## src/rtl/pc_fetch_ctrl_if.sv

```systemverilog
// Instruction-memory request/acknowledge bus between the fetch controller and instruction memory.
interface pc_fetch_ctrl_if;
  logic        imem_req;
  logic [31:0] imem_addr;
  logic        imem_ack;
  logic [31:0] imem_rdata;

  modport master (
    output imem_req,
    output imem_addr,
    input  imem_ack,
    input  imem_rdata
  );

  modport slave (
    input  imem_req,
    input  imem_addr,
    output imem_ack,
    output imem_rdata
  );
endinterface

```

## src/rtl/pc_fetch_ctrl.sv

```systemverilog
// PC/fetch controller: issues imem requests, handles redirects, flushes and decode stalls.
// Define MISALIGN_TRAP_EN to trap misaligned redirect targets to TRAP_VEC instead of masking.
module pc_fetch_ctrl #(
  parameter logic [31:0] RESET_PC = 32'h0000_0000,
  parameter logic [31:0] TRAP_VEC = 32'h0000_0100
) (
  input  logic                   clk,
  input  logic                   reset,
  input  logic [1:0]             PCSrc,
  input  logic                   redirect_valid,
  input  logic [31:0]            PCTarget,
  input  logic [31:0]            ALUResult,
  input  logic                   stall,
  pc_fetch_ctrl_if.master        imem,
  output logic [31:0]            InstrF,
  output logic [31:0]            PCF,
  output logic                   InstrValidF,
  output logic                   FlushD,
  output logic                   FlushE,
  output logic                   misalign_trap,
  output logic [31:0]            bad_addr
);

  typedef enum logic [1:0] {StIdle, StReq, StDiscard, StHold} state_e;

  state_e      state_q, state_d;
  logic [31:0] pc_q, pc_d;
  logic [31:0] pending_q, pending_d;
  logic [31:0] instr_q, instr_d;
  logic [31:0] pcf_q, pcf_d;
  logic        valid_q, valid_d;

  logic        taken;
  logic [31:0] raw_target;
  logic [31:0] target;

  assign taken      = redirect_valid && ((PCSrc == 2'b01) || (PCSrc == 2'b10));
  assign raw_target = (PCSrc == 2'b01) ? PCTarget : ALUResult;

`ifdef MISALIGN_TRAP_EN
  logic        misaligned;
  logic        trap_q;
  logic [31:0] bad_q;

  assign misaligned = taken && (raw_target[1:0] != 2'b00);
  assign target     = misaligned ? TRAP_VEC : raw_target;

  always_ff @(posedge clk or posedge reset) begin
    if (reset) begin
      trap_q <= 1'b0;
      bad_q  <= 32'h0;
    end else begin
      trap_q <= misaligned;
      if (misaligned) begin
        bad_q <= raw_target;
      end
    end
  end

  assign misalign_trap = trap_q;
  assign bad_addr      = bad_q;
`else
  logic unused_trap_vec;

  assign unused_trap_vec = ^TRAP_VEC;
  assign target          = raw_target & ~32'h3;
  assign misalign_trap   = 1'b0;
  assign bad_addr        = 32'h0;
`endif

  assign FlushD = taken;
  assign FlushE = taken;

  always_comb begin
    state_d   = state_q;
    pc_d      = pc_q;
    pending_d = pending_q;
    instr_d   = instr_q;
    pcf_d     = pcf_q;
    valid_d   = valid_q;
    case (state_q)
      StIdle: begin
        // Acks seen here belong to an abandoned request and are ignored.
        valid_d = 1'b0;
        if (taken) begin
          pc_d = target;
        end else if (!stall) begin
          state_d = StReq;
        end
      end
      StReq: begin
        if (imem.imem_ack) begin
          if (taken) begin
            valid_d = 1'b0;
            pc_d    = target;
            state_d = StIdle;
          end else begin
            instr_d = imem.imem_rdata;
            pcf_d   = pc_q;
            valid_d = 1'b1;
            pc_d    = pc_q + 32'd4;
            state_d = stall ? StHold : StReq;
          end
        end else if (taken) begin
          pending_d = target;
          valid_d   = 1'b0;
          state_d   = StDiscard;
        end else if (!stall) begin
          valid_d = 1'b0;
        end
      end
      StDiscard: begin
        // Request stays on the bus until acked; newest redirect target wins.
        valid_d = 1'b0;
        if (imem.imem_ack) begin
          pc_d    = taken ? target : pending_q;
          state_d = StIdle;
        end else if (taken) begin
          pending_d = target;
        end
      end
      StHold: begin
        if (taken) begin
          valid_d = 1'b0;
          pc_d    = target;
          state_d = StIdle;
        end else if (!stall) begin
          valid_d = 1'b0;
          state_d = StReq;
        end
      end
      default: state_d = StIdle;
    endcase
  end

  always_ff @(posedge clk or posedge reset) begin
    if (reset) begin
      state_q   <= StIdle;
      pc_q      <= RESET_PC;
      pending_q <= 32'h0;
      instr_q   <= 32'h0;
      pcf_q     <= 32'h0;
      valid_q   <= 1'b0;
    end else begin
      state_q   <= state_d;
      pc_q      <= pc_d;
      pending_q <= pending_d;
      instr_q   <= instr_d;
      pcf_q     <= pcf_d;
      valid_q   <= valid_d;
    end
  end

  assign imem.imem_req  = (state_q == StReq) || (state_q == StDiscard);
  assign imem.imem_addr = pc_q;
  assign InstrF         = instr_q;
  assign PCF            = pcf_q;
  assign InstrValidF    = valid_q;

endmodule
```

## src/flat_wrapper.sv

```systemverilog
// flat-port wrapper written by rule: the top's interface ports become plain ports
module pc_fetch_ctrl_flat 
#(
  parameter logic [31:0] RESET_PC = 32'h0000_0000,
  parameter logic [31:0] TRAP_VEC = 32'h0000_0100
)
  (clk, reset, PCSrc, redirect_valid, PCTarget, ALUResult, stall, InstrF, PCF, InstrValidF, FlushD, FlushE, misalign_trap, bad_addr, imem_imem_req, imem_imem_addr, imem_imem_ack, imem_imem_rdata);
  pc_fetch_ctrl_if imem_i ();
  input  logic clk;
  input  logic reset;
  input  logic [1:0] PCSrc;
  input  logic redirect_valid;
  input  logic [31:0] PCTarget;
  input  logic [31:0] ALUResult;
  input  logic stall;
  output logic [31:0] InstrF;
  output logic [31:0] PCF;
  output logic InstrValidF;
  output logic FlushD;
  output logic FlushE;
  output logic misalign_trap;
  output logic [31:0] bad_addr;
  output wire logic [$bits(imem_i.imem_req)-1:0] imem_imem_req;
  output wire logic [$bits(imem_i.imem_addr)-1:0] imem_imem_addr;
  input wire logic [$bits(imem_i.imem_ack)-1:0] imem_imem_ack;
  input wire logic [$bits(imem_i.imem_rdata)-1:0] imem_imem_rdata;
  assign imem_imem_req = imem_i.imem_req;
  assign imem_imem_addr = imem_i.imem_addr;
  assign imem_i.imem_ack = imem_imem_ack;
  assign imem_i.imem_rdata = imem_imem_rdata;
  pc_fetch_ctrl #(.RESET_PC(RESET_PC), .TRAP_VEC(TRAP_VEC)) u_core (.clk(clk), .reset(reset), .PCSrc(PCSrc), .redirect_valid(redirect_valid), .PCTarget(PCTarget), .ALUResult(ALUResult), .stall(stall), .imem(imem_i), .InstrF(InstrF), .PCF(PCF), .InstrValidF(InstrValidF), .FlushD(FlushD), .FlushE(FlushE), .misalign_trap(misalign_trap), .bad_addr(bad_addr));
endmodule
```

## config.mk

```make
export PLATFORM = sky130hd
export DESIGN_NAME = pc_fetch_ctrl_flat
export DESIGN_NICKNAME = d
export VERILOG_FILES = /design/src/rtl/pc_fetch_ctrl_if.sv /design/src/rtl/pc_fetch_ctrl.sv /design/src/flat_wrapper.sv
export SDC_FILE = /design/constraint.sdc
export NUM_CORES = 1
export LEC_CHECK = 0
export ABC_AREA = 1
export CAP_MARGIN = 10
export CORE_ASPECT_RATIO = 1.25
export CORE_UTILIZATION = 25
export CTS_CLUSTER_SIZE = 30
export DETAILED_ROUTE_END_ITERATION = 10
export GPL_TIMING_DRIVEN = 0
export HOLD_SLACK_MARGIN = 0.06
export PLACE_DENSITY = 0.46
export SLEW_MARGIN = 25
export SYNTH_ARGS = -nofsm -noshare
export SYNTH_HDL_FRONTEND = slang
export SYNTH_SLANG_ARGS = --single-unit
```

## constraint.sdc

```tcl
create_clock -name clk -period 9.7 [get_ports clk]
set_input_delay 2.425 -clock clk [delete_from_list [all_inputs] [get_ports clk]]
set_output_delay 2.425 -clock clk [all_outputs]
set_load 0.02 [all_outputs]
```

==> results of run 1 <==
## registers in the layout, summed over array words and instances, names as in the netlist
signal / count
u_core.InstrF: 32
u_core.InstrValidF: 1
u_core.PCF: 32
u_core.imem.imem_addr: 32
u_core.pending_q: 32
u_core.state_q: 2
## synthesized netlist by cell type
cell type	count	area, sq um
and2_1	22	137.6
o21ai_1	9	45.04
nor2_2	4	25.02
ha_1	7	87.58
conb_1	1	3.750
o211ai_1	14	105.1
buf_6	2	22.52
xor2_1	6	52.55
dfrtp_1	131	3278
buf_2	24	120.1
o21ai_4	1	16.27
o21ai_2	1	8.760
buf_1	2	7.510
a21oi_1	35	175.2
clkbuf_1	8	30.03
nand3_1	33	165.2
nor3_4	1	16.27
buf_4	37	277.8
nand2_2	2	12.51
mux2_2	63	709.4
nand2_1	279	1047
nand3b_1	1	7.510
nand2_4	1	11.26
o31ai_1	1	7.510
inv_2	5	18.77
a31oi_1	13	81.33
o21ai_0	80	400.4
nor2_4	4	45.04
nor2_1	73	274.0
o22ai_1	1	6.260
inv_1	83	311.6
## worst reg2reg max path, stage by stage, from the launching register on
cell	delay (ns)
dfrtp_1	0.42
inv_1	0.10
ha_1	0.42
inv_2	0.10
nor3_4	0.44
buf_6	0.25
mux2_2	0.35
## where the power goes
part	leakage [nW]	internal, W	switching [W]
logic	2.92	0.000751	0.000989
registers	1.62	0.000811	0.000205
clock network	0.289	0.000423	0.000246
## per-layer routing
metal / up-vias / share of wire [%] / GRT usage (%)
met5: - / 0 / 0
met4: 0 / 1.5 / 5.374
met3: 24 / 4.7 / 2.474
met2: 193 / 51 / 29.76
met1: 3173 / 42 / 19.80
li1: 3470 / - / -
## final timing paths
kind,start,endpoint,slack [ns],cells past startpoint
setup / recovery,PCSrc[1],FlushE,2.69,9
hold / removal,u_core.PCF[22]$_DFFE_PP0P_,u_core.PCF[22]$_DFFE_PP0P_,0.48,2
setup reg to reg,u_core.state_q[0]$_DFFE_PP0P_,u_core.pending_q[22]$_DFFE_PP0P_,7.51,6
hold reg to reg,u_core.PCF[22]$_DFFE_PP0P_,u_core.PCF[22]$_DFFE_PP0P_,0.48,2
max in group asynchronous,reset,u_core.pending_q[6]$_DFFE_PP0P_,6.55,3
min in group asynchronous,reset,u_core.InstrF[0]$_DFFE_PP0P_,2.41,2
## logic make-up after synthesis
group	count (synthesis)
AOI/OAI and AO/OA	155
DFF	131
buffers and inverters	161
xor gates and xnor gates	6
other	1
muxes	63
and+or+nand+nor	420
adders and majority gates	7
## per-stage QoR
stage / cell area [sq um] / power, W / utilization, %
after detailed placement: 10140 / 0.002785 / 34.46
after CTS: 10750 / 0.003471 / 36.51
after floorplan: 7627 / 0.002017 / -
after global placement: 10100 / 0.002765 / 34.34
final: 10750 / 0.003425 / 36.51
after global routing: 10750 / 0.003683 / 36.51
## area by class of cell
class	instances	area share, %
Buffer	73	4.262
Clock buffer	23	4.448
Clock inverter	9	1.188
Inverter	88	3.144
Multi-Input combinational cell	684	33.14
Sequential cell	131	30.51
Tap cell	396	4.611
Timing Repair Buffer	199	18.70
==> reports/results.tsv, run 1 <==
stage	metric	value	unit
cells_and_area	most frequent cells in the layout	nand2_1, clkdlybuf4s50_1, dfrtp_1	
cells_and_area	diode count	0	
setup_path	WP data arrival	4.58	ns
route	TritonRoute pass-1 iters	5	
logic_synthesis	sequential cell area fraction in the yosys report	43.67	%
logic_synthesis	largest family of logic cells by synthesized area	simple AND/OR/NAND/NOR gates	
cts	post_cts resized	0	
logic_synthesis	synth warn	0	
sta	fmax	0.1427	GHz
route	routed len/inst	15.27	um
setup_path	crit start category	input port	
cts	Reg clk slew, reported paths	0.05	ns
global_route	initial antenna violation count	0	
place	RD Place Congestion	0.8475	
cts	# hold bufs at CTS	0	
logic_synthesis	Post-Synthesis Cells	944	
sta	Hold Violations, Final	0	
setup_path	required time worst endpoint	7.28	ns
logic_synthesis	Post-Syn Area per Cell	7.953	sq um
place	port bufs	198	
sta	Final Cycle Share	72.27	%
cells_and_area	Multi-input gate area	3561	sq um
sta	worst slew pin tran	0.7117	ns
setup_path	slowest stage cell, crit path	clkdlybuf4s50_1	
cts	Post-CTS Setup Bufs	0	
cts	clk buf depth	2	
sta	Final TNS setup	0	ns
logic_synthesis	post-synthesis mux area share	9.450	%
place	Place WS	2.650	ns
logic_synthesis	Synth Area in Compound Gates	11.27	%
logic_synthesis	Adder-Cell Fraction of Synth Area	1.167	%
global_route	vias in the first global route	6621	
die	die width	157.0	um
cts	clk_lat worst skew	0.43	ns
min_path	Hold Crit Class	register to register	
route	Via density	4.279	
setup_path	CP max stage delay	0.58	ns
place	Post-DP HPWL	19430	um
setup_path	Crit Path Category	input port to primary output	
global_route	total grt overflow	0	
global_route	first-pass GRT wire length	38240	um
logic_synthesis	Netlist cell types	31	
cts	CTS Sinks	131	
logic_synthesis	Mapped Area	7507	sq um
pwr	VDD IR max	0.1133	mV
route	number of DRC markers in iteration 0	419	
route	Post-DRT Antenna Nets	0	
global_route	largest net degree at the start of global routing	82	
pwr	Leak	4.833	nW
die	IO Pins	236	
run	max-cap violations	0	
setup_path	CP top delay family	buffers and inverters	
cells_and_area	most common cell after layout, fill and taps aside	nand2_1	
cts	CTS tree	done	
sta	fin crit period	7.010	ns
cells_and_area	Area Growth Syn to Fin	43.13	%
logic_synthesis	Yosys reg bits	131	
cts	CTS Buf Count	17	
sta	fin. max-slew vios	0	
route	number of remaining DRC errors	0	
logic_synthesis	Post-Synth Simple-Gate Area	23.20	%
die	initial core utilization	25.51	%
cells_and_area	Post-Layout Cell Count	1603	
sta	RSZ-0062 raised after global routing	no	
setup_path	crit-path max FO	11	
cells_and_area	Nets	1304	
logic_synthesis	xor/xnor share of the synthesized area	0.7000	%
run_status	status	complete, no violations	
die	Vert. Die Dim	195.7	um
sta	count of final setup violators	0	
setup_path	crit end category	primary output	
die	row cnt	70	
route	vias	6860	
cts	H-tree level count	4	
sta	WHS	0.4833	ns
die	core area	29430	sq um
setup_path	crit-path cells	clkdlybuf4s50_1, inv_1, ha_1, inv_1, nand2_4, inv_2, buf_2, buf_4, clkdlybuf4s50_1	
cts	Root Driver	clkbuf_16	
cells_and_area	Fillers	3121	
place	placed cell count	1571	
global_route	GRT Overall Usage	16.51	%
sta	Fin Clk Skew	0.005856	ns
pwr	power density cells	318.7	nW/um^2
cells_and_area	sequential cell area	3278	sq um
setup_path	Buffers & Inverters on Critical Path	7	
route	final WL	24480	um
cells_and_area	layout cells sized above 1	14.58	%
sta	final worst slack	2.690	ns
sta	Rel. slew slack	52.38	%
die	Die ar.	30730	sq um
(Power assumes the default switching activity.)
==> run 2: changes to the inputs <==
--- a/config.mk
+++ b/config.mk
@@ -13,7 +13,7 @@
 export DETAILED_ROUTE_END_ITERATION = 10
 export GPL_TIMING_DRIVEN = 0
 export HOLD_SLACK_MARGIN = 0.06
-export PLACE_DENSITY = 0.46
+export PLACE_DENSITY = 0.48
 export SLEW_MARGIN = 25
 export SYNTH_ARGS = -nofsm -noshare
 export SYNTH_HDL_FRONTEND = slang
==> constraint.sdc (replaced) <==
create_clock -name clk -period 5.8 [get_ports clk]
set_input_delay 1.45 -clock clk [delete_from_list [all_inputs] [get_ports clk]]
set_output_delay 1.45 -clock clk [all_outputs]
set_load 0.02 [all_outputs]
==> reports/results.tsv, run 2 (synthesis gave the netlist of run 1 again) <==
stage	metric	value	unit
sta	Hold Violations, Final	0	
route	vias	6825	
run_status	status	complete, no violations	
route	number of remaining DRC errors	0	
cts	clk buf depth	2	
die	Vert. Die Dim	195.7	um
cts	H-tree level count	4	
global_route	GRT Max-Usage Layer	met2	
setup_path	crit start category	input port	
route	routed len/inst	15.19	um
die	IO Pins	236	
place	RD Place Congestion	0.8390	
setup_path	required time worst endpoint	4.35	ns
sta	Rel. slew slack	48.99	%
setup_path	crit end category	primary output	
cts	CTS tree	done	
route	Via density	4.266	
place	port bufs	198	
die	die width	157.0	um
global_route	first-pass GRT wire length	38360	um
pwr	Tot Pwr	0.005622	W
sta	fin crit period	5.024	ns
cells_and_area	Area Growth Syn to Fin	42.32	%
setup_path	crit-path max FO	11	
cells_and_area	Nets	1304	
global_route	GRT Overall Usage	16.41	%
route	Post-DRT Antenna Nets	0	
die	core area	29430	sq um
setup_path	R2R setup slack	3.60	ns
global_route	vias in the first global route	6707	
setup_path	Crit Path Category	input port to primary output	
run	max-cap violations	0	
cts	CTS Buf Count	17	
cts	CTS Sinks	131	
cts	Root Driver	clkbuf_16	
global_route	M3 GR Usage	2.562	%
min_path	Hold Crit Class	register to register	
sta	Final Cycle Share	86.61	%
pwr	Leak	4.811	nW
die	row cnt	70	
sta	RSZ-0062 raised after global routing	no	
cells_and_area	most frequent cells in the layout	nand2_1, clkdlybuf4s50_1, dfrtp_1	
global_route	largest net degree at the start of global routing	89	
cts	Reg clk slew, reported paths	0.05	ns
sta	fin. max-slew vios	0	
sta	Fin Clk Skew	0.009942	ns
pwr	VDD IR max	0.2301	mV
place	Post-DP HPWL	19220	um
global_route	initial antenna violation count	0	
cells_and_area	layout cells sized above 1	14.37	%
route	number of DRC markers in iteration 0	366	
sta	fmax	0.1991	GHz
global_route	met2 usage	29.25	%
cts	post_cts resized	0	
cells_and_area	Core Util, Final	36.31	%
route	final WL	24310	um
cts	clk_lat worst skew	0.43	ns
route	TritonRoute pass-1 iters	5	
cells_and_area	most common cell after layout, fill and taps aside	nand2_1	
setup_path	WP data arrival	3.57	ns
pwr	power density cells	526.2	nW/um^2
global_route	GR Layer Usage met1	19.79	%
die	Die ar.	30730	sq um
cts	Post-CTS Setup Bufs	0	
sta	worst slew pin tran	0.7623	ns
die	initial core utilization	25.51	%
sta	count of final setup violators	0	
global_route	total grt overflow	0	
cells_and_area	diode count	0	
cts	# hold bufs at CTS	0	
-- run 2: cell types whose count changed in the layout (fill, tap and decap cells not counted), sizes merged --
cell / change
bufinv: -2
clkinvlp: -2
clkbuf: +1
-- run 2: worst paths after layout --
check | to | depth (start not counted) | start
min in group asynchronous | u_core.InstrF[0]$_DFFE_PP0P_ | 2 | reset
hold / removal | u_core.PCF[21]$_DFFE_PP0P_ | 2 | u_core.PCF[21]$_DFFE_PP0P_
setup reg to reg | u_core.pending_q[10]$_DFFE_PP0P_ | 6 | u_core.state_q[0]$_DFFE_PP0P_
setup / recovery | FlushE | 9 | PCSrc[1]
max in group asynchronous | u_core.pending_q[3]$_DFFE_PP0P_ | 3 | reset
hold reg to reg | u_core.PCF[21]$_DFFE_PP0P_ | 2 | u_core.PCF[21]$_DFFE_PP0P_
-- run 2: worst max-delay path: stages --
cell and delay (ns):
clkdlybuf4s50_1 0.45, inv_1 0.04, ha_1 0.26, inv_1 0.09, nand2_4 0.12, inv_2 0.16
buf_2 0.27, buf_4 0.15, clkdlybuf4s50_1 0.59
-- run 2: per-stage QoR --
step	hold slack, ns	cells	setup WS, ns	area, sq um	TNS, ns
CTS	0.4858	1600	0.7377	10680	0
floorplan	0.4730	976	0.8523	7627	0
global route	0.5126	1600	0.6172	10680	0
global placement	0.4671	1570	-1.455	10100	-188.59
detailed placement	0.4717	1571	0.7393	10140	0
finish	0.4798	1600	0.7764	10680	0
-- run 2: final cells by class --
type,instances,area [sq um]
clock buffer,24,491.7
clock inverter,5,52.55
sequential,131,3278
tap,396,495.5
inverter,88,337.8
fill,3134,18740
multi-input combinational,684,3561
buffer,73,457.9
timing repair buffer,199,2009
-- run 2: layer usage --
layer | routed length, um | vias up
met5 | 0 | -
met4 | 512 | 0
met3 | 1069 | 29
met2 | 12430 | 199
met1 | 10300 | 3118
li1 | - | 3479
-- run 2: power by group --
group	internal, W	switching (W)	total, W
Sequential	0.00136	0.000341	0.00170
Clock	0.000625	0.000396	0.00102
Combinational	0.00126	0.00165	0.00290
